===== src/rtl/svc_soc_uart_rx_reg.sv =====
// UART 8N1 receiver with a receive FIFO and data/status registers on the SOC I/O bus.
// State table:
//   S_IDLE  | line idle high, waiting for a synchronized falling edge
//   S_START | counting to the start-bit centre, rejecting glitches
//   S_DATA  | sampling 8 data bits at bit centres, LSB first
//   S_STOP  | sampling the stop bit; high pushes the byte, low flags ferr
//   S_BREAK | line held low after a framing error, waiting for high
module svc_soc_uart_rx_reg #(
  parameter int          CLOCK_FREQ = 100_000_000,
  parameter int          BAUD_RATE  = 115_200,
  parameter int          FIFO_DEPTH = 16,
  parameter logic [31:0] BASE_ADDR  = 32'h8000_0100
) (
  input  logic        clk,
  input  logic        rst_n,
  input  logic        io_ren,
  input  logic [31:0] io_raddr,
  output logic [31:0] io_rdata,
  input  logic        io_wen,
  input  logic [31:0] io_waddr,
  input  logic [31:0] io_wdata,
  input  logic [3:0]  io_wstrb,
  input  logic        urx_pin,
  output logic        rx_irq
);

  localparam int CPB  = CLOCK_FREQ / BAUD_RATE;
  localparam int HALF = CPB / 2;
  localparam int CW   = (CPB > 1) ? $clog2(CPB) : 1;
  localparam int AW   = (FIFO_DEPTH > 1) ? $clog2(FIFO_DEPTH) : 1;

  localparam logic [CW-1:0] CNT_BIT  = CW'(CPB - 1);
  localparam logic [CW-1:0] CNT_HALF = CW'(HALF - 1);
  localparam logic [AW:0]   DEPTH_V  = (AW + 1)'(FIFO_DEPTH);
  localparam logic [31:0]   ADDR_DATA   = BASE_ADDR;
  localparam logic [31:0]   ADDR_STATUS = BASE_ADDR + 32'd4;

  generate
    if (CPB < 4) begin : g_cpb_check
      $error("svc_soc_uart_rx_reg: CLOCK_FREQ/BAUD_RATE must be at least 4");
    end
    if (FIFO_DEPTH < 2 || FIFO_DEPTH > 128 || (FIFO_DEPTH & (FIFO_DEPTH - 1)) != 0) begin : g_depth_check
      $error("svc_soc_uart_rx_reg: FIFO_DEPTH must be a power of two in 2..128");
    end
  endgenerate

  typedef enum logic [2:0] {
    S_IDLE  = 3'd0,
    S_START = 3'd1,
    S_DATA  = 3'd2,
    S_STOP  = 3'd3,
    S_BREAK = 3'd4
  } state_t;

  logic          r_sync1;
  logic          r_sync2;
  logic          w_rx;

  state_t        r_state;
  state_t        w_state_nxt;
  logic [CW-1:0] r_cnt;
  logic [CW-1:0] w_cnt_nxt;
  logic [2:0]    r_bit;
  logic [2:0]    w_bit_nxt;
  logic [7:0]    r_shift;
  logic [7:0]    w_shift_nxt;
  logic          w_push_req;
  logic          w_ferr_set;

  logic [7:0]    r_mem [FIFO_DEPTH];
  logic [AW:0]   r_wptr;
  logic [AW:0]   r_rptr;
  logic [AW:0]   w_count;
  logic [7:0]    w_count8;
  logic          w_empty;
  logic          w_full;
  logic [7:0]    w_head;
  logic          w_push;
  logic          w_pop;
  logic          w_ovf_set;

  logic          r_ovf;
  logic          r_ferr;
  logic          w_wr_data;
  logic          w_wr_status;
  logic [31:0]   w_rdata_nxt;
  logic          w_unused;

  always_ff @(posedge clk or negedge rst_n) begin
    if (!rst_n) begin
      r_sync1 <= 1'b1;
      r_sync2 <= 1'b1;
    end else begin
      r_sync1 <= urx_pin;
      r_sync2 <= r_sync1;
    end
  end

  assign w_rx = r_sync2;

  always_ff @(posedge clk or negedge rst_n) begin
    if (!rst_n) begin
      r_state <= S_IDLE;
      r_cnt   <= '0;
      r_bit   <= '0;
      r_shift <= '0;
    end else begin
      r_state <= w_state_nxt;
      r_cnt   <= w_cnt_nxt;
      r_bit   <= w_bit_nxt;
      r_shift <= w_shift_nxt;
    end
  end

  // Every path into S_IDLE leaves the line high, so a low level seen in IDLE is the falling edge.
  always_comb begin
    w_state_nxt = r_state;
    w_cnt_nxt   = r_cnt;
    w_bit_nxt   = r_bit;
    w_shift_nxt = r_shift;
    w_push_req  = 1'b0;
    w_ferr_set  = 1'b0;
    case (r_state)
      S_IDLE: begin
        if (!w_rx) begin
          w_state_nxt = S_START;
          w_cnt_nxt   = CNT_HALF;
        end
      end
      S_START: begin
        if (r_cnt == '0) begin
          if (!w_rx) begin
            w_state_nxt = S_DATA;
            w_cnt_nxt   = CNT_BIT;
            w_bit_nxt   = 3'd0;
          end else begin
            w_state_nxt = S_IDLE;
          end
        end else begin
          w_cnt_nxt = r_cnt - 1'b1;
        end
      end
      S_DATA: begin
        if (r_cnt == '0) begin
          w_shift_nxt = {w_rx, r_shift[7:1]};
          w_cnt_nxt   = CNT_BIT;
          if (r_bit == 3'd7) begin
            w_state_nxt = S_STOP;
          end else begin
            w_bit_nxt = r_bit + 3'd1;
          end
        end else begin
          w_cnt_nxt = r_cnt - 1'b1;
        end
      end
      S_STOP: begin
        if (r_cnt == '0) begin
          if (w_rx) begin
            w_push_req  = 1'b1;
            w_state_nxt = S_IDLE;
          end else begin
            w_ferr_set  = 1'b1;
            w_state_nxt = S_BREAK;
          end
        end else begin
          w_cnt_nxt = r_cnt - 1'b1;
        end
      end
      S_BREAK: begin
        if (w_rx) begin
          w_state_nxt = S_IDLE;
        end
      end
      default: begin
        w_state_nxt = S_IDLE;
      end
    endcase
  end

  assign w_wr_data   = io_wen && io_wstrb[0] && (io_waddr == ADDR_DATA);
  assign w_wr_status = io_wen && io_wstrb[0] && (io_waddr == ADDR_STATUS);

  assign w_count   = r_wptr - r_rptr;
  assign w_count8  = 8'(w_count);
  assign w_empty   = (r_wptr == r_rptr);
  assign w_full    = (w_count == DEPTH_V);
  assign w_head    = r_mem[r_rptr[AW-1:0]];
  assign w_pop     = w_wr_data && !w_empty;
  // A pop in the same cycle frees the slot, so a push onto a full FIFO still lands.
  assign w_push    = w_push_req && (!w_full || w_pop);
  assign w_ovf_set = w_push_req && w_full && !w_pop;

  always_ff @(posedge clk) begin
    if (w_push) begin
      r_mem[r_wptr[AW-1:0]] <= r_shift;
    end
  end

  always_ff @(posedge clk or negedge rst_n) begin
    if (!rst_n) begin
      r_wptr <= '0;
      r_rptr <= '0;
    end else begin
      if (w_push) begin
        r_wptr <= r_wptr + 1'b1;
      end
      if (w_pop) begin
        r_rptr <= r_rptr + 1'b1;
      end
    end
  end

  always_ff @(posedge clk or negedge rst_n) begin
    if (!rst_n) begin
      r_ovf  <= 1'b0;
      r_ferr <= 1'b0;
    end else begin
      if (w_ovf_set) begin
        r_ovf <= 1'b1;
      end else if (w_wr_status && io_wdata[2]) begin
        r_ovf <= 1'b0;
      end
      if (w_ferr_set) begin
        r_ferr <= 1'b1;
      end else if (w_wr_status && io_wdata[3]) begin
        r_ferr <= 1'b0;
      end
    end
  end

  always_comb begin
    w_rdata_nxt = '0;
    if (io_ren) begin
      if (io_raddr == ADDR_DATA) begin
        w_rdata_nxt = {23'd0, !w_empty, (w_empty ? 8'd0 : w_head)};
      end else if (io_raddr == ADDR_STATUS) begin
        w_rdata_nxt = {16'd0, w_count8, 4'd0, r_ferr, r_ovf, w_full, !w_empty};
      end
    end
  end

  always_ff @(posedge clk or negedge rst_n) begin
    if (!rst_n) begin
      io_rdata <= '0;
    end else begin
      io_rdata <= w_rdata_nxt;
    end
  end

  assign rx_irq = !w_empty;

  assign w_unused = &{1'b0, io_wstrb[3:1], io_wdata[31:4], io_wdata[1:0]};

endmodule


===== config.mk =====
export PLATFORM = sky130hd
export DESIGN_NAME = svc_soc_uart_rx_reg
export DESIGN_NICKNAME = d
export VERILOG_FILES = /design/src/rtl/svc_soc_uart_rx_reg.sv
export SDC_FILE = /design/constraint.sdc
export NUM_CORES = 1
export LEC_CHECK = 0
export BUFFER_PORTS_ARGS = -buffer_cell sky130_fd_sc_hd__buf_2
export CORE_ASPECT_RATIO = 1.1
export CORE_MARGIN = 5
export CORE_UTILIZATION = 40
export CTS_CLUSTER_DIAMETER = 120
export DETAILED_ROUTE_END_ITERATION = 16
export GPL_TIMING_DRIVEN = 0
export PLACE_DENSITY_LB_ADDON = 0.12
export SYNTH_ARGS = -nofsm -noshare
export SYNTH_HDL_FRONTEND = slang
export SYNTH_SLANG_ARGS = --single-unit

===== constraint.sdc =====
create_clock -name clk -period 10.25 [get_ports clk]
set_input_delay 0 -clock clk [delete_from_list [all_inputs] [get_ports clk]]
set_output_delay 0 -clock clk [all_outputs]
set_load 0.02 [all_outputs]

Word level (Yosys, flattened, before mapping)
Memories as Yosys holds them, arrays and structs flattened. Index checks and enable logic that the tools add are counted.

Register bits: 70. Memories kept: 1. Bits in writable memories: 128.

Muxes and demuxes: 36. Equal/unequal tests: 21. Add/sub/neg operators: 5. Reductions and logical operators: 23.

Memory list: r_mem (words 16, width 8, rd ports 1, clocked after Yosys merged registers in 0, wr ports 1, line 70) `logic [7:0] r_mem [FIFO_DEPTH];`.

Operators by type and width (count): 32-bit == test (second input constant) (4); 10-bit 2-to-1 mux (5); 10-bit case mux with 4 select lines (1); 13-bit 2-to-1 mux (3); 3-bit 2-to-1 mux (11); 2-bit != test (second input constant) (9); 3-bit case mux with 5 select lines (1); 1-bit 2-to-1 mux (12); 5-bit by 1-bit adder with 5-bit output (second input constant) (2); 10-bit zero test (1); 10-bit by 1-bit subtractor with 10-bit output (second input constant) (1); 1-bit logical AND (9); 8-bit 2-to-1 mux (1); 3-bit by 2-bit == test with 1-bit output (second input constant) (2); 3-bit == test (second input constant) (2); 3-bit case mux with 2 select lines (1); 6-bit AND reduction (1); 2-bit nonzero test (3); 5-bit == test (1); 5-bit == test (second input constant) (1); 5-bit AND reduction (1); 5-bit subtractor (1); 4-bit AND reduction (1); 4-bit nonzero test (1); other kinds (8) (10).

Longest topological paths before layout
Depth in word-level cells: 7. Gate-level depth with buffers: 11. Gate-level depth less buffers: 9.

Worst setup path before layout
No wires, ideal clock.

Path kind: reg-to-reg. Start point: register r_rptr[1]. End point: memory r_mem[0][0] (enable). Arrival time: 2.928 ns. Required time: 9.972 ns. Stages on the path, launching flop included: 11. Period minus slack after synthesis: 3.206 ns. Setup slack: 7.044 ns. Path through: dfrtp_1 -> clkbuf_1 -> clkbuf_1 -> inv_1 -> ha_1 -> and3b_1 -> or3_4 -> a2111oi_4 -> a21oi_4 -> buf_6 -> and3_1.

Cells in the longest elaborated chain, start to end: 7. Elaborated cells between the ends (all ways): 10. Classes of those cells: 1 x add/sub; 2 x eq/ne; 2 x mux; 5 x reduce/logical.

Ends and longest elaborated chain: start: declaration (line 72) `logic [AW:0] r_rptr;`; start signal: assignment (line 208) `r_rptr <= r_rptr + 1'b1;`; 5-bit subtractor / 5-bit == test (equally long branches) (line 183, 185); 5-bit == test / 1-bit zero test (equally long branches) (line 186, 188); 1-bit zero test / 1-bit logical AND (equally long branches) (line 190, 188); 1-bit logical OR (*) (line 190) `assign w_push = w_push_req && (!w_full || w_pop);`; 1-bit logical AND (*) (line 190); 1-bit 2-to-1 mux (*) (line 194) `if (w_push) begin`; 1-bit 2-to-1 mux (implied by the code) (*) (line 195) `r_mem[r_wptr[AW-1:0]] <= r_shift;`; end: declaration (line 70).

Every way passes the cells marked *; elsewhere a longest branch is shown, timed or not.

Worst setup path after layout
Start point: register r_rptr[1]. End point: memory r_mem[15][1] (enable).

Same word-level chain as after synthesis.

==> impl_metrics.ini <==
[cts]
clock_tree.root_cell = clkbuf_16
cts.clk_slew.worst_paths_ns = 0.07
ctsLongestPathBuffers = 2
htreeDepth = 4
cts_resized = 0
cts.sinks = 179
insertion_delay_ns = 0.43
cts_tree = yes
numCtsBuffers = 17

[timing]
slew-limit-headroom = 0.203
rsz0062_at_grt = no
fin_crit_sh = 0.405
slew_viol_final = 0
setup-tns-final_ns = 0
timing.final.hold_violations = 0
tightest_slew_ns = 1.19
period_needed_ns = 4.15
fmax_mhz = 241
fin_skew_ns = 0.0166
setup_viol = 0

[logic_synthesis]
yosys_warnings = 0
synth-edff-count = 128
synth.avg_cell_area_um2 = 16.2
synth.area.top_cells = edfxtp_1 49%, dfrtp_1 16%, mux4_2 11%, ha_1 2.1%, buf_4 1.9%
post_synth_inst_count = 483
synth_common_cells = 128 x edfxtp_1, 49 x dfrtp_1, 40 x mux4_2
synth_cell_type_count = 61
synth_area_um2 = 7840
ys_seq_area_frac = 0.653
ys.flop_type = edfxtp_1
synth_top_cell_by_area = edfxtp_1
yosysMostFrequentCell = edfxtp_1
ys_ff_latch = 179
synth_top_area_share = 0.490
ys_async_sr_fraction = 0.285

[routing]
drc = 0
drtIter0Drc = 278
wl_per_cell_um = 20.0
first_pass_iters = 4
viasPerCell = 5.22
vias = 4543
totalWireLength_mm = 17.4
ant_nets = 0

[power]
p_per_area_nw_per_um2 = 156
ir_drop_mv = 0.0925
total_power_mw = 1.45
leakage_nw = 3.87

[floorplan]
initial_core_util = 0.408
die_w_um = 143
fp.dieArea_um2 = 22500
ios = 138
num_rows = 53
coreArea_um2 = 19200
die_y_um = 157

[run_status]
status = completed

[final_layout]
antenna_cells = 0
nets = 730
fill_cells = 1649
final_core_util = 0.483
layout-drive-gt1-share = 0.338
synthToLayoutAreaGrowth_pct = 18.5

[global_routing]
grt_remaining_overflow = 0
grt_pass1_wl_mm = 26.2
grt_pass1_vias = 4631
antenna_found_initial = 0
grt_max_degree = 52
track_usage = 0.157

[placement]
port_buffers = 85
routabilityCongestion = 0.794
hpwlAfterDp_mm = 11.9

[min_path]
holdCritStartpoint = io_waddr[2]
hp-class = input pin to flip-flop

[critical_path]
critical_path.max_stage_delay_ns = 0.99
cp-start-kind = flip-flop
critPathLaunch = r_rptr[1]
cp_slowest_cell = a211oi_2
end_kind = flip-flop
cp_data_required_time_ns = 10.28
path_cells = clkbuf_1 > clkbuf_1 > inv_1 > ha_1 > nand4_1 > o2111ai_1 > or4_1 > buf_6 > a211oi_2
timing.rr.start = r_rptr[1]
crit_top_cell = clkbuf_1
crit_path_max_fanout = 10
critPathKind = flip-flop to flip-flop
critPathTopFamily = buffers and inverters
arrival_ns = 4.18
critPathBufInv = 4

[job]
max_cap_violations = 0
state kept, by name, indices dropped and copies added (netlist names):
signal and cells:
r_cnt 10, r_bit 3, r_wptr 5, r_ovf 1, r_rptr 5, r_sync2 1, r_state 3, r_shift 8
io_rdata 13, r_sync1 1, r_ferr 1, r_mem 128
power breakdown:
part	switching (mW)	total, mW	internal (mW)
Clock	0.300	0.648	0.348
Sequential	0.000511	0.769	0.768
Combinational	0.0174	0.0346	0.0172
worst register-to-register path: cells and delay by family, from the launching register on:
family | cells | cell delay [ns]
buffers and inverters | 4 | 1.33
AND/OR/NAND/NOR | 2 | 0.63
adder cells (fa/ha/maj) | 1 | 0.33
flip-flops | 1 | 0.35
AO/OA/AOI/OAI | 2 | 1.11
routing by layer:
metal,vias up,global-route usage,wire [um]
met5,-,0,0
met4,0,0.0377,138
met3,11,0.0358,1380
met2,152,0.278,9090
met1,2278,0.197,6780
li1,2102,-,-
path summary, 6_finish.rpt:
path	end	slack (ns)	cells after the start
max	r_mem[15][1]	6.10	9
min	r_rptr[0]	0.05	4
min in group asynchronous	r_cnt[0]	0.17	2
max reg2reg	r_mem[15][1]	6.10	9
min reg2reg	r_sync2	0.36	0
max in group asynchronous	r_shift[1]	9.61	2
cell type report:
type,instances,area (um^2),share of cell area
tap,247,309,0.0333
clock buffer,17,425,0.0458
multi-input combinational,265,2480,0.267
inverter,23,86.3,0.00929
timing repair buffer,91,488,0.0525
buffer,34,223,0.0240
clock inverter,15,163,0.0175
sequential,179,5120,0.551
per-stage QoR:
step                      instances  instance area (um^2)  hold WS (ns)  worst slack [ns]
after global routing            871                  9290        0.0731              5.85
final                           871                  9290        0.0456              6.10
after floorplan                 501                  7910        -0.296              7.04
after CTS                       871                  9290        0.0286              6.02
after detailed placement        833                  8640         0.111              6.05
after global placement          833                  8640         0.107              6.02
cells by family after synthesis:
logic type,Yosys count,synth area share
multiplexers,54,0.135
buffers and inverters,57,0.0394
flip-flops,179,0.653
XOR/XNOR,10,0.0112
AO/OA/AOI/OAI,53,0.0483
AND/OR/NAND/NOR,115,0.0895
other,1,0.000478
adder cells (fa/ha/maj),14,0.0233
cells in the final DEF (no fill, tap or decap), drive strengths merged, types with 5 or more instances in the layout:
| cell type | netlist | final |
|---|---|---|
| a211oi | 5 | 5 |
| a21oi | 14 | 14 |
| and3 | 14 | 14 |
| buf | 26 | 111 |
| clkbuf | 8 | 25 |
| conb | 1 | 19 |
| dfrtp | 49 | 49 |
| dlygate4sd3 | 0 | 6 |
| edfxtp | 128 | 128 |
| ha | 13 | 13 |
| inv | 23 | 34 |
| mux2 | 11 | 11 |
| mux4 | 40 | 40 |
| nand2 | 17 | 17 |
| nand3 | 10 | 10 |
| nor2 | 16 | 16 |
| nor2b | 7 | 7 |
| nor3 | 7 | 7 |
| nor4 | 13 | 13 |
| o21ai | 11 | 11 |
| xnor2 | 5 | 5 |
| xor2 | 5 | 5 |
what timing repair did:
item | CTS | global route
setup buffers | 0 | 0
endpoints found under the hold margin | 53 | 0
hold buffers | 6 | 0
Power figures use the tool's default switching activity.
